**src/rtl/rx_frame_sr.sv**
```systemverilog
// rx_frame_sr
// Receive shift register for the serial receive path. Collects one data bit
// per qualified SCL rising edge, assembles DATA_WIDTH-bit frames and pushes
// each completed frame into a first-word-fall-through FIFO.
//
// Ports:
//   clk, rst            system clock, synchronous active-high reset
//   sda_in              serial data bit
//   rising_edge_found   single-cycle strobe qualifying a bit sample
//   rx_enable           samples ignored while low (frame state holds)
//   abort               discards the partial frame (start/stop condition)
//   rd_en               pops the FIFO head
//   clr_ovf             clears the sticky overflow flag
//   rd_data             FIFO head, 0 while empty
//   empty, full, count  FIFO status
//   frame_done          one-cycle pulse per completed frame (even if dropped)
//   overflow            sticky, set when a completed frame is dropped
//   bit_cnt             bits held in the current partial frame
module rx_frame_sr #(
    parameter int DATA_WIDTH = 8,
    parameter int DEPTH      = 16,
    parameter int MSB_FIRST  = 1
) (
    input  logic                          clk,
    input  logic                          rst,
    input  logic                          sda_in,
    input  logic                          rising_edge_found,
    input  logic                          rx_enable,
    input  logic                          abort,
    input  logic                          rd_en,
    input  logic                          clr_ovf,
    output logic [DATA_WIDTH-1:0]         rd_data,
    output logic                          empty,
    output logic                          full,
    output logic [$clog2(DEPTH):0]        count,
    output logic                          frame_done,
    output logic                          overflow,
    output logic [$clog2(DATA_WIDTH)-1:0] bit_cnt
);

    localparam int AW = $clog2(DEPTH);
    localparam int BW = $clog2(DATA_WIDTH);
    localparam logic [BW-1:0] LAST_BIT = BW'(DATA_WIDTH - 1);
    localparam logic [AW:0]   FULL_CNT = (AW + 1)'(DEPTH);

    logic [DATA_WIDTH-1:0] sr;
    logic [DATA_WIDTH-1:0] sr_shift;
    logic [DATA_WIDTH-1:0] mem [0:DEPTH-1];
    logic [AW-1:0]         wr_ptr;
    logic [AW-1:0]         rd_ptr;

    logic sample;
    logic word_done;
    logic do_rd;
    logic do_wr;
    logic drop;

    generate
        if (MSB_FIRST != 0) begin : g_msb_first
            assign sr_shift = {sr[DATA_WIDTH-2:0], sda_in};
        end else begin : g_lsb_first
            assign sr_shift = {sda_in, sr[DATA_WIDTH-1:1]};
        end
    endgenerate

    assign sample    = rising_edge_found & rx_enable & ~abort;
    assign word_done = sample & (bit_cnt == LAST_BIT);

    // A pop is only real when something is stored; this also makes a
    // simultaneous write+read on an empty FIFO behave as a plain write.
    assign do_rd = rd_en & ~empty;
    // When full, a same-cycle pop frees the slot the write lands in.
    assign do_wr = word_done & (~full | do_rd);
    assign drop  = word_done & full & ~do_rd;

    assign empty   = (count == '0);
    assign full    = (count == FULL_CNT);
    assign rd_data = empty ? '0 : mem[rd_ptr];

    // Frame assembly
    always_ff @(posedge clk) begin
        if (rst) begin
            sr      <= '0;
            bit_cnt <= '0;
        end else if (abort) begin
            sr      <= '0;
            bit_cnt <= '0;
        end else if (sample) begin
            if (word_done) begin
                sr      <= '0;
                bit_cnt <= '0;
            end else begin
                sr      <= sr_shift;
                bit_cnt <= bit_cnt + 1'b1;
            end
        end
    end

    // FIFO storage; contents are never visible while empty, so no reset
    always_ff @(posedge clk) begin
        if (do_wr) begin
            mem[wr_ptr] <= sr_shift;
        end
    end

    // FIFO pointers, occupancy and status flags
    always_ff @(posedge clk) begin
        if (rst) begin
            wr_ptr     <= '0;
            rd_ptr     <= '0;
            count      <= '0;
            frame_done <= 1'b0;
            overflow   <= 1'b0;
        end else begin
            frame_done <= word_done;
            if (do_wr) begin
                wr_ptr <= wr_ptr + 1'b1;
            end
            if (do_rd) begin
                rd_ptr <= rd_ptr + 1'b1;
            end
            if (do_wr && !do_rd) begin
                count <= count + 1'b1;
            end else if (!do_wr && do_rd) begin
                count <= count - 1'b1;
            end
            // A drop in the same cycle as a clear leaves the flag set
            if (drop) begin
                overflow <= 1'b1;
            end else if (clr_ovf) begin
                overflow <= 1'b0;
            end
        end
    end

endmodule

```
**config.mk**
```make
export PLATFORM = sky130hd
export DESIGN_NAME = rx_frame_sr
export DESIGN_NICKNAME = d
export VERILOG_FILES = /design/src/rtl/rx_frame_sr.sv
export SDC_FILE = /design/constraint.sdc
export NUM_CORES = 1
export LEC_CHECK = 0
export ABC_AREA = 1
export BUFFER_PORTS_ARGS = -buffer_cell sky130_fd_sc_hd__buf_2
export CAP_MARGIN = 10
export CORE_UTILIZATION = 48
export CTS_CLUSTER_DIAMETER = 100
export DETAILED_ROUTE_END_ITERATION = 10
export PLACE_DENSITY = 0.69
export SETUP_SLACK_MARGIN = 0.05
export SYNTH_ARGS = -nofsm -noshare
export SYNTH_HDL_FRONTEND = slang
export SYNTH_SLANG_ARGS = --single-unit
```
**constraint.sdc**
```tcl
create_clock -name clk -period 4.8 [get_ports clk]
set_input_delay 0.72 -clock clk [delete_from_list [all_inputs] [get_ports clk]]
set_output_delay 0.72 -clock clk [all_outputs]
set_load 0.05 [all_outputs]
```
==> results.txt, run 1 <==
- For this run, the top clock speed supported by timing is 275.5 MHz.
* Clock root buffer master: sky130_fd_sc_hd__clkbuf_16
* Yosys warning total: 0
* Crit path launch type: register
- Peak-usage layer in the global routing report: met2
- The number of antenna diodes in the final layout is 0.
* Worst setup path endpoint: rd_data[1]
- Gates resized during post-CTS repair numbered 0.
- The tightest min-delay check is of the reg2reg type.
* Top library cells by usage in the layout, fill and taps aside: 194 x sky130_fd_sc_hd__nand2_1, 128 x sky130_fd_sc_hd__edfxtp_1, 112 x sky130_fd_sc_hd__nand3_1
- After the first detailed-routing iteration, the DRC count stood at approximately 460.
- Along the worst hold path, the cell count comes to 2.
- STA classifies the critical path endpoint as a primary output.
- Averaged over all synthesized cells, the footprint is approximately 11 µm².
- Total half-perimeter wirelength after legalization and detailed placement: just under 9000 µm
- The share of total power dissipated in sequential elements is 0.379.
- Post-placement worst setup slack: around 1.3 ns
- H-tree depth: 4
* Post-route non-filler standard cell count: 830
- Grt met3 use: 0.05077
- Max-Slew Margin vs Limit: 0.2116
- For this design, the slowest cell found on the critical path is sky130_fd_sc_hd__inv_1.
* CP cell instances: buf_4, inv_1, nand3_1, nand3_1, nand2_1, nand2_1, a21oi_1, buf_2
- In this run the static leakage power is ~2.9 nW.
- For this design the ratio of total power to cell area is approximately 540 mW/mm².
* Final Skew: 0.01018 ns
- Dividing the detail-routed wire length by the instance count gives around 17 µm.
- Count of boundary I/O pins: 28
- After technology mapping, the gate count stands at slightly above 600.
- The run finished with clean final reports.
- Slack of the worst reg-to-reg path: roughly 1.6 ns
- Total nets after synthesis: around 630
- Biggest fanout along the worst timing path: 33
* Insertion delay to the later sink of the worst-skew pair: between 0.4 and 0.5 ns
- After synthesis the cells add up to about 0.0066 mm².
- Area grow syn2layout: 12.63%
* Initial antenna violation count: 0
- In the global route stage, overall resource usage came out at 0.2128.
- Count of unique library cells instantiated by Yosys: 25
- The cell family contributing the most delay on the critical path is buffers and inverters.
- Hold repair after CTS inserted 0 buffers.
- Max-cap check violation count: 0
* Share of total power consumed by net switching: 0.3440
- Final count of pins violating max slew: 0
- Clock input transition at the sequential cells of the worst setup and hold paths: approximately 0.06 ns
- The endpoint identified for the worst register-to-register timing path is count[4].
- Summed over all layers, the routed wires come to 14330 µm.
- For the worst setup path, the data arrival time is about 2.9 ns.
- The first TritonRoute pass finished after 6 iterations.
- NetSw: 1.378 mW
- Pin count of the biggest net entering global routing: 65
- Hold Slack: between 0.4 and 0.5 ns
- Internal power: 2.628 mW
- The startpoint identified for the worst hold timing path is overflow.
* CTS tree: done
- The count of buffers added on input and output ports is 27.
- Row generation in the floorplan step produced 42 rows.
- The number of endpoints with negative hold slack in the final report was 0.
- Combinational share of power: 0.277
- In the global route stage, met1 resource usage came out at 0.2825.
- In this run the remaining antenna-violating nets after routing total 0.
- Crit share post-route: 0.7562
- Commonest non-fill, non-tap cell in the layout: sky130_fd_sc_hd__nand2_1
* Total number of vias: around 4500
- Global routing finished with a remaining overflow of 0.
* Critical path class: reg2out
- Measured along the x axis, the die boundary spans ~120 µm.
- The die is 119.3 µm tall.
- # placed instances: 797
* Placeable core region: between 0.01 and 0.015 mm²
* Clock buffer count from CTS: 17
- Buffers inserted by post-CTS timing repair: 0
* Weighted congestion at the end of routability-driven global placement: around 0.81
- Final setup violation count: 0
- Of the cells placed in the final design, the portion with a size suffix greater than 1 is 0.1086.
- Area of the die: ~0.014 mm²
- Maximum buffer depth of the clock tree: 2
- Via density per instance: approximately 5.4
- Worst path bufs/invs: 3
- Number of nets in the finished design: around 660
- In the global route stage, met2 resource usage came out at 0.3394.
* Time the final worst path needs with I/O delays and setup: 3.630 ns
- Clk network pwr share: 0.344
- Slew at the pin with the worst max-slew slack: 1.181 ns
- The first global-routing pass estimated 22540 µm of wire.
* Via count of the first global-routing pass: between 4000 and 5000
- The initial utilization of the core area, before any placement, comes to 0.4951.
- Critical path depth in cells: 8
- FF-to-FF Start: bit_cnt[0]
- Worst supply voltage drop on vdd: 0.0003536 V
* RSZ-0062 raised after global routing: false
- Worst Reg-to-Reg Cells: 14
- CP required: 4.08 ns
- Total number of clock tree sinks: around 160
* Worst-case setup margin in the final layout: around 1.2 ns
- The largest single stage delay on the critical path is between 0.6 and 0.7 ns.
- Adding up every negative setup slack in the final design gives 0 ns.
- Count of state elements after synthesis: around 160
- The design draws between 4 and 5 mW.
* Sequential element share of the synthesized area: 0.6694
* Number of design rule violations left after detail routing: 0
==> worst min-delay path by stage <==
stage                end
5_1_grt        rd_ptr[3]
4_1_cts         overflow
6_report        overflow
3_5_place_dp    overflow
2_1_floorplan  wr_ptr[3]
3_3_place_gp    overflow
==> metrics by stage <==
stage,utilization,instance area (µm²)
after floorplan,-,6609
after global placement,0.5112,6824
after detailed placement,0.5112,6824
after CTS,0.5567,7431
after global routing,0.5576,7443
final,0.5576,7443
==> routing by layer <==
layer  routed length (µm)  share of wire  up-vias
met1                 6252           0.44     2136
li1                     -              -     2161
met5                    0              0        -
met3                  899          0.063       18
met2                 6914           0.48      164
met4                  265          0.018        0
==> Yosys cell counts (all sizes together) <==
master,count,share of area
buf,25,0.028
nand3,112,0.085
nor3b,1,0.0011
clkbuf,3,0.0032
fa,1,0.0030
o21ai,10,0.0076
a21oi,28,0.021
xnor2,2,0.0027
nand4,1,0.00095
clkinv,2,0.0011
or2,1,0.00095
ha,12,0.023
inv,30,0.017
o211ai,1,0.0011
xor2,3,0.0040
nor3,16,0.012
edfxtp,128,0.58
nand2,195,0.11
dfxtp,29,0.088
nor2,13,0.0074
==> cell families (layout without fill, tap and decap cells) <==
group           Yosys count  in the layout  synth area share
simple gates            339            339            0.2185
compound gates           39             39           0.02991
flops                   157            157            0.6694
xor+xnor                  5              5          0.006627
buf+inv                  60            101           0.04979
fa+ha+maj                13             13           0.02575
==> sequential cells by signal, summed over array words and instances, names as in the netlist, named ones only <==
signal,count
bit_cnt,3
sr,7
rd_ptr,4
wr_ptr,4
mem,128
overflow,1
frame_done,1
count,5
==> area by class of cell <==
type                    count  area, µm²
well taps                 176      220.2
repair buffers             37      210.2
multi-input cells         396       1861
flip-flops and latches    157       4425
fillers                  1173       5904
clock buffers              20      436.7
inverters                  32      120.1
clock inverters            12      170.2
==> worst reg2reg max path, delay by kind of cell (launching register included) <==
kind	cells	cell delay (ns)
adders and majority gates	4	1.10
AOI/OAI and AO/OA	1	0.30
and+or+nand+nor	7	1.05
buffers and inverters	2	0.31
DFF	1	0.33
==> power by group through the flow <==
stage,logic (mW),clock network (mW),registers [mW]
after CTS,1.11,1.39,1.52
after detailed placement,1.10,0,1.55
after global placement,1.08,0,1.55
after floorplan,0.835,0,1.60
after global routing,1.22,1.44,1.52
final,1.11,1.38,1.52
Note: power is estimated with default switching activity, not from simulation.
==> inputs of run 2 (changes only) <==
- clock period: 4.8 -> 3.5 ns (I/O delays scaled with it)
==> results.txt, run 2 (same netlist as run 1, synthesis figures left out) <==
- Status: complete, no violations (unchanged).
* Clock buffer count from CTS: 17 (unchanged)
- The maximum fanout encountered on the critical timing path was 34 (was 33).
* Initial Utilization: 0.4951 (unchanged)
- Crit path launch type: register (unchanged)
* Via density per instance: 5.274 (was 5.396)
- The wire length per cell after detailed routing was 17.04 µm (was 17.27 µm).
* Clock input transition at the sequential cells of the worst setup and hold paths: 0.06 ns (about the same)
- The first-pass iteration count of the detailed router came to 5 (was 6).
* Utilization after layout: 0.5619 (was 0.5576)
* Total number of vias: 4441 (was 4479)
- Y dimension of the die: 119.3 µm (unchanged)
- The worst path needs approximately 3.2 ns of the cycle, external delays included.
- The endpoint arrival time on the critical path came to 2.64 ns (was 2.91 ns).
* Via count of the first global-routing pass: 4326 (was 4278)
- Top library cells by usage in the layout, fill and taps aside: 194 x sky130_fd_sc_hd__nand2_1, 128 x sky130_fd_sc_hd__edfxtp_1, 112 x sky130_fd_sc_hd__nand3_1, 28 x sky130_fd_sc_hd__a21oi_1, 28 x sky130_fd_sc_hd__dfxtp_1 (was 194 x sky130_fd_sc_hd__nand2_1, 128 x sky130_fd_sc_hd__edfxtp_1, 112 x sky130_fd_sc_hd__nand3_1)
- Final TNS setup: 0 ns (unchanged)
- The largest voltage drop on the vdd net was 0.0004839 V (was 0.0003536 V).
- CTS tree: done (unchanged)
- Crit share post-route: 0.9056
- The final net count was 674 (was 662).
* Final count of pins violating max slew: 0 (unchanged)
* Total number of clock tree sinks: 157 (unchanged)
* Fraction of final layout cells sized beyond drive strength 1: 0.1231 (was 0.1086)
* Diode count: 0 (unchanged)
* All-layer global routing usage: 0.2182 (was 0.2128)
* Die width: 119.3 µm (unchanged)
- The number of buffers inserted to repair setup after CTS was 0 (unchanged).
* Biggest register: mem (unchanged)
* Placement-stage cell area: 0.006927 mm² (was 0.006824 mm²)
- RSZ-0062 raised after global routing: false (unchanged).
- Final Skew: 0.005514 ns (was 0.01018 ns)
- The total power divided by cell area came to 718.3 mW/mm² (was 538.3 mW/mm²).
- The maximum number of pins on one net before global-route repair was 35 (was 65).
* Weighted congestion at the end of routability-driven global placement: 0.8029 (was 0.8100)
- The area of all placed cells without fillers is 0.007500 mm² (was 0.007443 mm²).
* Flip-flop count of the largest register after layout: 128 (unchanged)
- Cell Rows: 42 (unchanged)
* Final setup violation count: 0 (unchanged)
- The die footprint came to 0.01424 mm² (unchanged).
* Commonest non-fill, non-tap cell in the layout: sky130_fd_sc_hd__nand2_1 (unchanged)
- Derived from the worst setup path, the maximum achievable clock frequency is roughly 320 MHz.
- The detailed-route DRC error count was 0 (unchanged).
- Max-Slew Margin vs Limit: 0.4648 (was 0.2116)
- Cell leakage power: 2.919 nW (was 2.864 nW)
* Worst min-delay path category: in2reg (was reg2reg)
* Clock root buffer master: sky130_fd_sc_hd__clkbuf_16 (unchanged)
* Port buffer count: 27 (unchanged)
* H-tree depth: 4 (unchanged)
- Area grow syn2layout: 13.48% (was 12.63%)
* Initial antenna violation count: 0 (unchanged)
- The insertion delay of the later-clocked pin in the worst-skew pair came to 0.41 ns (was 0.43 ns).
- The number of fillers in the final layout came to 1169 (was 1173).
* Max-cap check violation count: 0 (unchanged)
- The sum of overflow across all layers after global routing is 0 (unchanged).
- Resized Gates After CTS: 0 (unchanged)
- Total half-perimeter wirelength after legalization and detailed placement: 9131 µm (was 8653 µm)
* Critical path class: reg2out (unchanged)
- Count of boundary I/O pins: 28 (unchanged)
- The data required time of the critical path was 2.97 ns (was 4.08 ns).
* Placeable core region: 0.01335 mm² (unchanged)
* First-iteration detailed-routing DRC count: 455 (unchanged)
- The transition time at the pin with the least slew margin was 0.8017 ns (was 1.181 ns).
- Type of destination of the critical path: primary output (unchanged)
- Number of nets with antenna violations after routing: 0 (unchanged)
- Detailed Route WL: 14350 µm (was 14330 µm)
* Maximum buffer depth of the clock tree: 2 (unchanged)
- The worst hold slack across all endpoints was 0.3676 ns (was 0.4646 ns).
- Global-route wire length before repair: 23110 µm (was 22540 µm)
- Hold Vio Cnt, Final: 0 (unchanged)
* Post-CTS Hold Buffers: 0 (unchanged)
- Largest registers in the final layout: mem x128, sr x7, count x5 (unchanged)
## run 2: worst paths after layout
kind,startpoint,end,slack (ns),cells past startpoint
min,clr_ovf,overflow,0.37,4
min reg2reg,overflow,overflow,0.46,2
max,register,rd_data[0],0.33,8
max reg2reg,bit_cnt[0],count[4],0.66,17
## run 2: cell type report
type	instances	area, µm²	share of cell area
Multi-Input combinational cell	396	1856	0.2474
Tap cell	176	220.2	0.02936
Inverter	32	123.9	0.01652
Clock inverter	8	90.09	0.01201
Sequential cell	157	4425	0.5901
Timing Repair inverter	1	7.507	0.001001
Timing Repair Buffer	48	305.3	0.04071
Clock buffer	24	471.7	0.06290
## run 2: critical path: stages (launching register included)
cell                         delay, ns
sky130_fd_sc_hd__dfxtp_1          0.31
sky130_fd_sc_hd__buf_4            0.39
sky130_fd_sc_hd__clkinvlp_4       0.48
sky130_fd_sc_hd__nand3_1          0.23
sky130_fd_sc_hd__nand3_1          0.10
sky130_fd_sc_hd__nand2_1          0.12
sky130_fd_sc_hd__nand2_1          0.06
sky130_fd_sc_hd__a21oi_1          0.23
sky130_fd_sc_hd__buf_2            0.31
## run 2: layer usage
layer,GRT usage,part of all wire
met5,0,0
met1,0.2950,0.45
met3,0.04167,0.060
met4,0.09766,0.023
met2,0.3430,0.46
## run 2: power breakdown
| group | internal (mW) | leakage (nW) | switching [mW] |
|---|---|---|---|
| Clock | 1.08 | 0.282 | 0.667 |
| Sequential | 2.04 | 1.45 | 0.0785 |
| Combinational | 0.393 | 1.19 | 1.13 |
| Total | 3.51 | 2.92 | 1.88 |
## run 2: metrics by stage
stage                     total power [mW]  instances  setup WS (ns)
final                                5.387        842         0.3305
after global routing                 5.627        842         0.1217
after CTS                            5.388        841         0.1585
after detailed placement             3.657        809         0.4936
after global placement               3.614        809         0.5996
after floorplan                      3.337        613         0.5796
==> inputs of run 3 (changes only) <==
- ABC_AREA: 1 -> unset
- CTS_CLUSTER_SIZE: unset -> 10
- PLACE_DENSITY: 0.69 -> unset
- PLACE_DENSITY_LB_ADDON: unset -> 0.08
==> results.txt, run 3 <==
- Maximum buffer depth of the clock tree: 2 (unchanged)
* Critical path class: reg2reg (was reg2out)
* Power per Cell Area: 642.9 mW/mm² (was 718.3 mW/mm²)
- The residual antenna-violating net count after detailed routing was 0 (unchanged).
- Time the final worst path needs with I/O delays and setup: 3.140 ns (was 3.170 ns)
- Crit path launch type: register (unchanged)
- Weighted congestion at the end of routability-driven global placement: 0.7899 (was 0.8029)
- The I/O pin count came to 28 (unchanged).
- Fraction of post-synthesis cell area in the top cell type by area: 0.6032 (was 0.5816)
- Hold Vio Cnt, Final: 0 (unchanged)
* Biggest fanout along the worst timing path: 11 (was 34)
* Number of flops mapped to enable cells by yosys: 128 (unchanged)
* Cell leakage power: 2.429 nW (was 2.919 nW)
- RSZ-0062 raised after global routing: false (unchanged).
* Post-CTS Hold Buffers: 0 (unchanged)
* Slack of the worst reg-to-reg path: 0.36 ns (was 0.66 ns)
- The antenna diode instance count was 0 (unchanged).
- The first-pass GRT wire length came to 18690 µm (was 23110 µm).
* Initial Utilization: 0.4989 (was 0.4951)
- Total half-perimeter wirelength after legalization and detailed placement: 7857 µm (was 9131 µm)
* Sum of internal, switching and leakage power: 4.621 mW (was 5.387 mW)
* Buffers inserted by post-CTS timing repair: 0 (unchanged)
- Terminating pin of the worst hold path: overflow (unchanged)
- The worst-case reg-to-reg path depth is 10 (was 17).
- Yosys warning total: 0 (unchanged)
* Commonest non-fill, non-tap cell in the layout: sky130_fd_sc_hd__edfxtp_1 (was sky130_fd_sc_hd__nand2_1)
* Worst supply voltage drop on vdd: 0.0003839 V (was 0.0004839 V)
- Initial antenna violation count: 0 (unchanged)
* H-tree depth: 4 (unchanged)
- The number of buffer cells added on primary ports came to 27 (unchanged).
- Total number of clock tree sinks: 157 (unchanged)
* Clock root buffer master: sky130_fd_sc_hd__clkbuf_16 (unchanged)
- Worst hold start: clr_ovf (unchanged)
- Count of state elements after synthesis: 157 (unchanged)
- Cell count after synthesis: 377 (was 613)
- Utilization after layout: 0.5626 (was 0.5619)
- Count of unique library cells instantiated by Yosys: 42 (was 25)
* Arrival time worst endpoint: 3.45 ns (was 2.64 ns)
* Number of design rule violations left after detail routing: 0 (unchanged)
- The most frequent cell after synthesis is sky130_fd_sc_hd__edfxtp_1 (was sky130_fd_sc_hd__nand2_1).
- Slowest CP cell: sky130_fd_sc_hd__or4_4 (was sky130_fd_sc_hd__clkinvlp_4)
- Routed WL per cell: 20.59 µm (was 17.04 µm)
- Insertion delay to the later sink of the worst-skew pair: 0.42 ns (was 0.41 ns)
- The final sum of negative setup slack is 0 ns (unchanged).
- Status: complete, no violations (unchanged)
- Maximum frequency from static timing analysis: 318.4 MHz (was 315.5 MHz)
- The number of global-route vias before repair is 3293 (was 4326).
- CP required: 3.81 ns (was 2.97 ns)
* Die width: 117.2 µm (was 119.3 µm)
- Cell type with the highest aggregate area in the netlist: sky130_fd_sc_hd__edfxtp_1 (unchanged)
- Top library cells by usage in the layout, fill and taps aside: 128 x sky130_fd_sc_hd__edfxtp_1, 32 x sky130_fd_sc_hd__mux4_2, 27 x sky130_fd_sc_hd__dfxtp_1, 27 x sky130_fd_sc_hd__buf_2 (was 194 x sky130_fd_sc_hd__nand2_1, 128 x sky130_fd_sc_hd__edfxtp_1, 112 x sky130_fd_sc_hd__nand3_1, 28 x sky130_fd_sc_hd__a21oi_1, 28 x sky130_fd_sc_hd__dfxtp_1)
- FF-to-FF Start: count[3] (was bit_cnt[0])
- The top flip-flop cell by instance count after synthesis was sky130_fd_sc_hd__edfxtp_1 (unchanged).
- Flip-flop count of the largest register after layout: 128 (unchanged)
- The first-pass iteration count of the detailed router is 6 (was 5).
- The final number of max-transition violations was 0 (unchanged).
- The most numerous cell type found on the critical path is sky130_fd_sc_hd__ha_1.
- Slew at the pin with the worst max-slew slack: 0.8031 ns (was 0.8017 ns)
* Ranking of synthesized cells by area: sky130_fd_sc_hd__edfxtp_1 60%, sky130_fd_sc_hd__mux4_2 11%, sky130_fd_sc_hd__dfxtp_1 9.1% (was sky130_fd_sc_hd__edfxtp_1 58%, sky130_fd_sc_hd__nand2_1 11%, sky130_fd_sc_hd__dfxtp_1 8.8%)
- Crit-path max cell delay: 0.61 ns (was 0.48 ns)
- The maximum number of pins on one net before global-route repair is 20 (was 35).
- Max-Slew Margin vs Limit: 0.4626 (was 0.4648)
* Simple-Gate Fraction of Synth Area: 0.07245 (was 0.2185)
- The post-synthesis compound-gate area fraction is 0.04653 (was 0.02991).
- Total number of vias: 3274 (was 4441)
- The final count of negative-setup-slack endpoints came to 0 (unchanged).
- Area of the die: 0.01374 mm² (was 0.01424 mm²)
- Clock input transition at the sequential cells of the worst setup and hold paths: 0.06 ns (about the same)
* Resized Gates After CTS: 0 (unchanged)
* Top cells by count, synth: 128 x sky130_fd_sc_hd__edfxtp_1, 32 x sky130_fd_sc_hd__mux4_2, 29 x sky130_fd_sc_hd__dfxtp_1 (was 194 x sky130_fd_sc_hd__nand2_1, 128 x sky130_fd_sc_hd__edfxtp_1, 112 x sky130_fd_sc_hd__nand3_1)
* Via density per instance: 5.540 (was 5.274)
* Crit share post-route: 0.8973 (was 0.9056)
- The post-synth design cell area is 0.006372 mm² (was 0.006609 mm²).
* Per-instance average area after synthesis: 16.90 µm² (was 10.78 µm²)
- The violation count after the first detailed-routing iteration is 267 (was 455).
* Area grow syn2layout: 12.78% (was 13.48%)
* XOR/XNOR share of the synthesized area: 0.008247 (was 0.006626)
- Largest family of logic cells by synthesized area: multiplexers (was simple AND/OR/NAND/NOR gates)
- The number of buffers inserted during clock tree synthesis was 17 (unchanged).
- The sum of routed wire length over all layers came to 12170 µm (was 14350 µm).
- The fraction of registers with async set or reset after synthesis is 0 (unchanged).
* Max-cap check violation count: 0 (unchanged)
* Total nets after synthesis: 398 (was 634)
- Sequential element share of the synthesized area: 0.6943 (was 0.6694)
- The sum of overflow across all layers after global routing came to 0 (unchanged).
- The final net count came to 427 (was 674).
- The multiplexer share of the synthesized area came to 0.1290 (was 0).
* CTS tree: done (unchanged)
* Placement-stage cell area: 0.006655 mm² (was 0.006927 mm²)
* Y dimension of the die: 117.2 µm (was 119.3 µm)
- Adder-Cell Fraction of Synth Area: 0.02670 (was 0.02575)
- CP cell instances: or4_4, o311ai_4, inv_2, ha_1, inv_1, ha_1, a21oi_1, a211oi_1, a31oi_1, mux2_2 (was buf_4, clkinvlp_4, nand3_1, nand3_1, nand2_1, nand2_1, a21oi_1, buf_2)
* Placeable core region: 0.01277 mm² (was 0.01335 mm²)
* Largest registers in the final layout: mem x128, sr x7, count x5 (unchanged)
* Cell Rows: 41 (was 42)
- Worst min-delay path category: in2reg (unchanged)
* Post-layout instance area: 0.007187 mm² (was 0.007500 mm²)
- Depth of the worst hold-timing path: 3 (was 4)
- The largest register by flop count is mem (unchanged).
- All-layer global routing usage: 0.1990 (was 0.2182)
- Type of destination of the critical path: register (was primary output)
* Fraction of final layout cells sized beyond drive strength 1: 0.2482 (was 0.1231)
* Critical register-to-register path endpoint: count[4] (unchanged)
- The final worst clock skew is 0.01092 ns (was 0.005514 ns).
- The number of fillers in the final layout is 1004 (was 1169).
[run 3: changes by cell type after synthesis, sizes merged, moves of 8 or more]
cell and delta:
and2 +11, buf -11, nor2b +8, nand3 -109, nand3b +9, nor3 -14
mux4 +32, mux2i +9, inv -22, a211oi +17, a21oi -9, nand2 -180
[run 3: area by class of cell]
| type | instances | area, µm² | share of cell area |
|---|---|---|---|
| Multi-Input combinational cell | 189 | 1803 | 0.2509 |
| Clock inverter | 8 | 40.04 | 0.005571 |
| Tap cell | 172 | 215.2 | 0.02994 |
| Sequential cell | 157 | 4427 | 0.6159 |
| Timing Repair Buffer | 33 | 180.2 | 0.02507 |
| Clock buffer | 24 | 491.7 | 0.06842 |
| Inverter | 8 | 30.03 | 0.004178 |
[run 3: report_power, final]
group / internal, mW / switching [mW] / total (mW)
combinational: 0.276 / 0.567 / 0.843
clock: 0.970 / 0.680 / 1.65
sequential: 2.03 / 0.0957 / 2.13
[run 3: logic make-up after synthesis]
family | after synthesis
DFF | 157
and+or+nand+nor | 84
AOI/OAI and AO/OA | 44
muxes | 42
buffers and inverters | 31
adders and majority gates | 13
xor gates and xnor gates | 6
[run 3: how the worst max path moves through the flow]
stage                     startpoint         end  slack, ns  cells after the start
after floorplan             count[3]  rd_data[0]       0.33                      4
after detailed placement    count[0]    count[4]       0.37                     10
after global placement      count[3]    count[4]       0.44                     10
after CTS                   register  rd_data[4]       0.33                      5
final                       count[3]    count[4]       0.36                     10
after global routing        count[3]    count[4]       0.13                     10
[run 3: through the flow]
step,cells,hold WS [ns],setup WS (ns)
5_1_grt,591,0.3949,0.1307
3_5_place_dp,559,0.4705,0.3667
6_report,591,0.3695,0.3596
2_1_floorplan,377,0.4780,0.3337
4_1_cts,591,0.3483,0.3276
3_3_place_gp,559,0.4560,0.4388
[run 3: critical path: cells and delay by family (launching register included)]
kind / cells / cell delay [ns]
DFF: 1 / 0.34
muxes: 1 / 0.35
AOI/OAI and AO/OA: 4 / 0.91
and+or+nand+nor: 1 / 0.61
adders and majority gates: 2 / 0.56
buffers and inverters: 2 / 0.26
[run 3: per-layer routing]
| metal | vias up | wire, µm | global-route usage | share of wire |
|---|---|---|---|---|
| met5 | - | 0 | 0 | 0 |
| met4 | 0 | 245 | 0.08945 | 0.020 |
| met3 | 17 | 493 | 0.04480 | 0.041 |
| met2 | 70 | 5972 | 0.3137 | 0.49 |
| met1 | 1657 | 5459 | 0.2660 | 0.45 |
| li1 | 1530 | - | - | - |
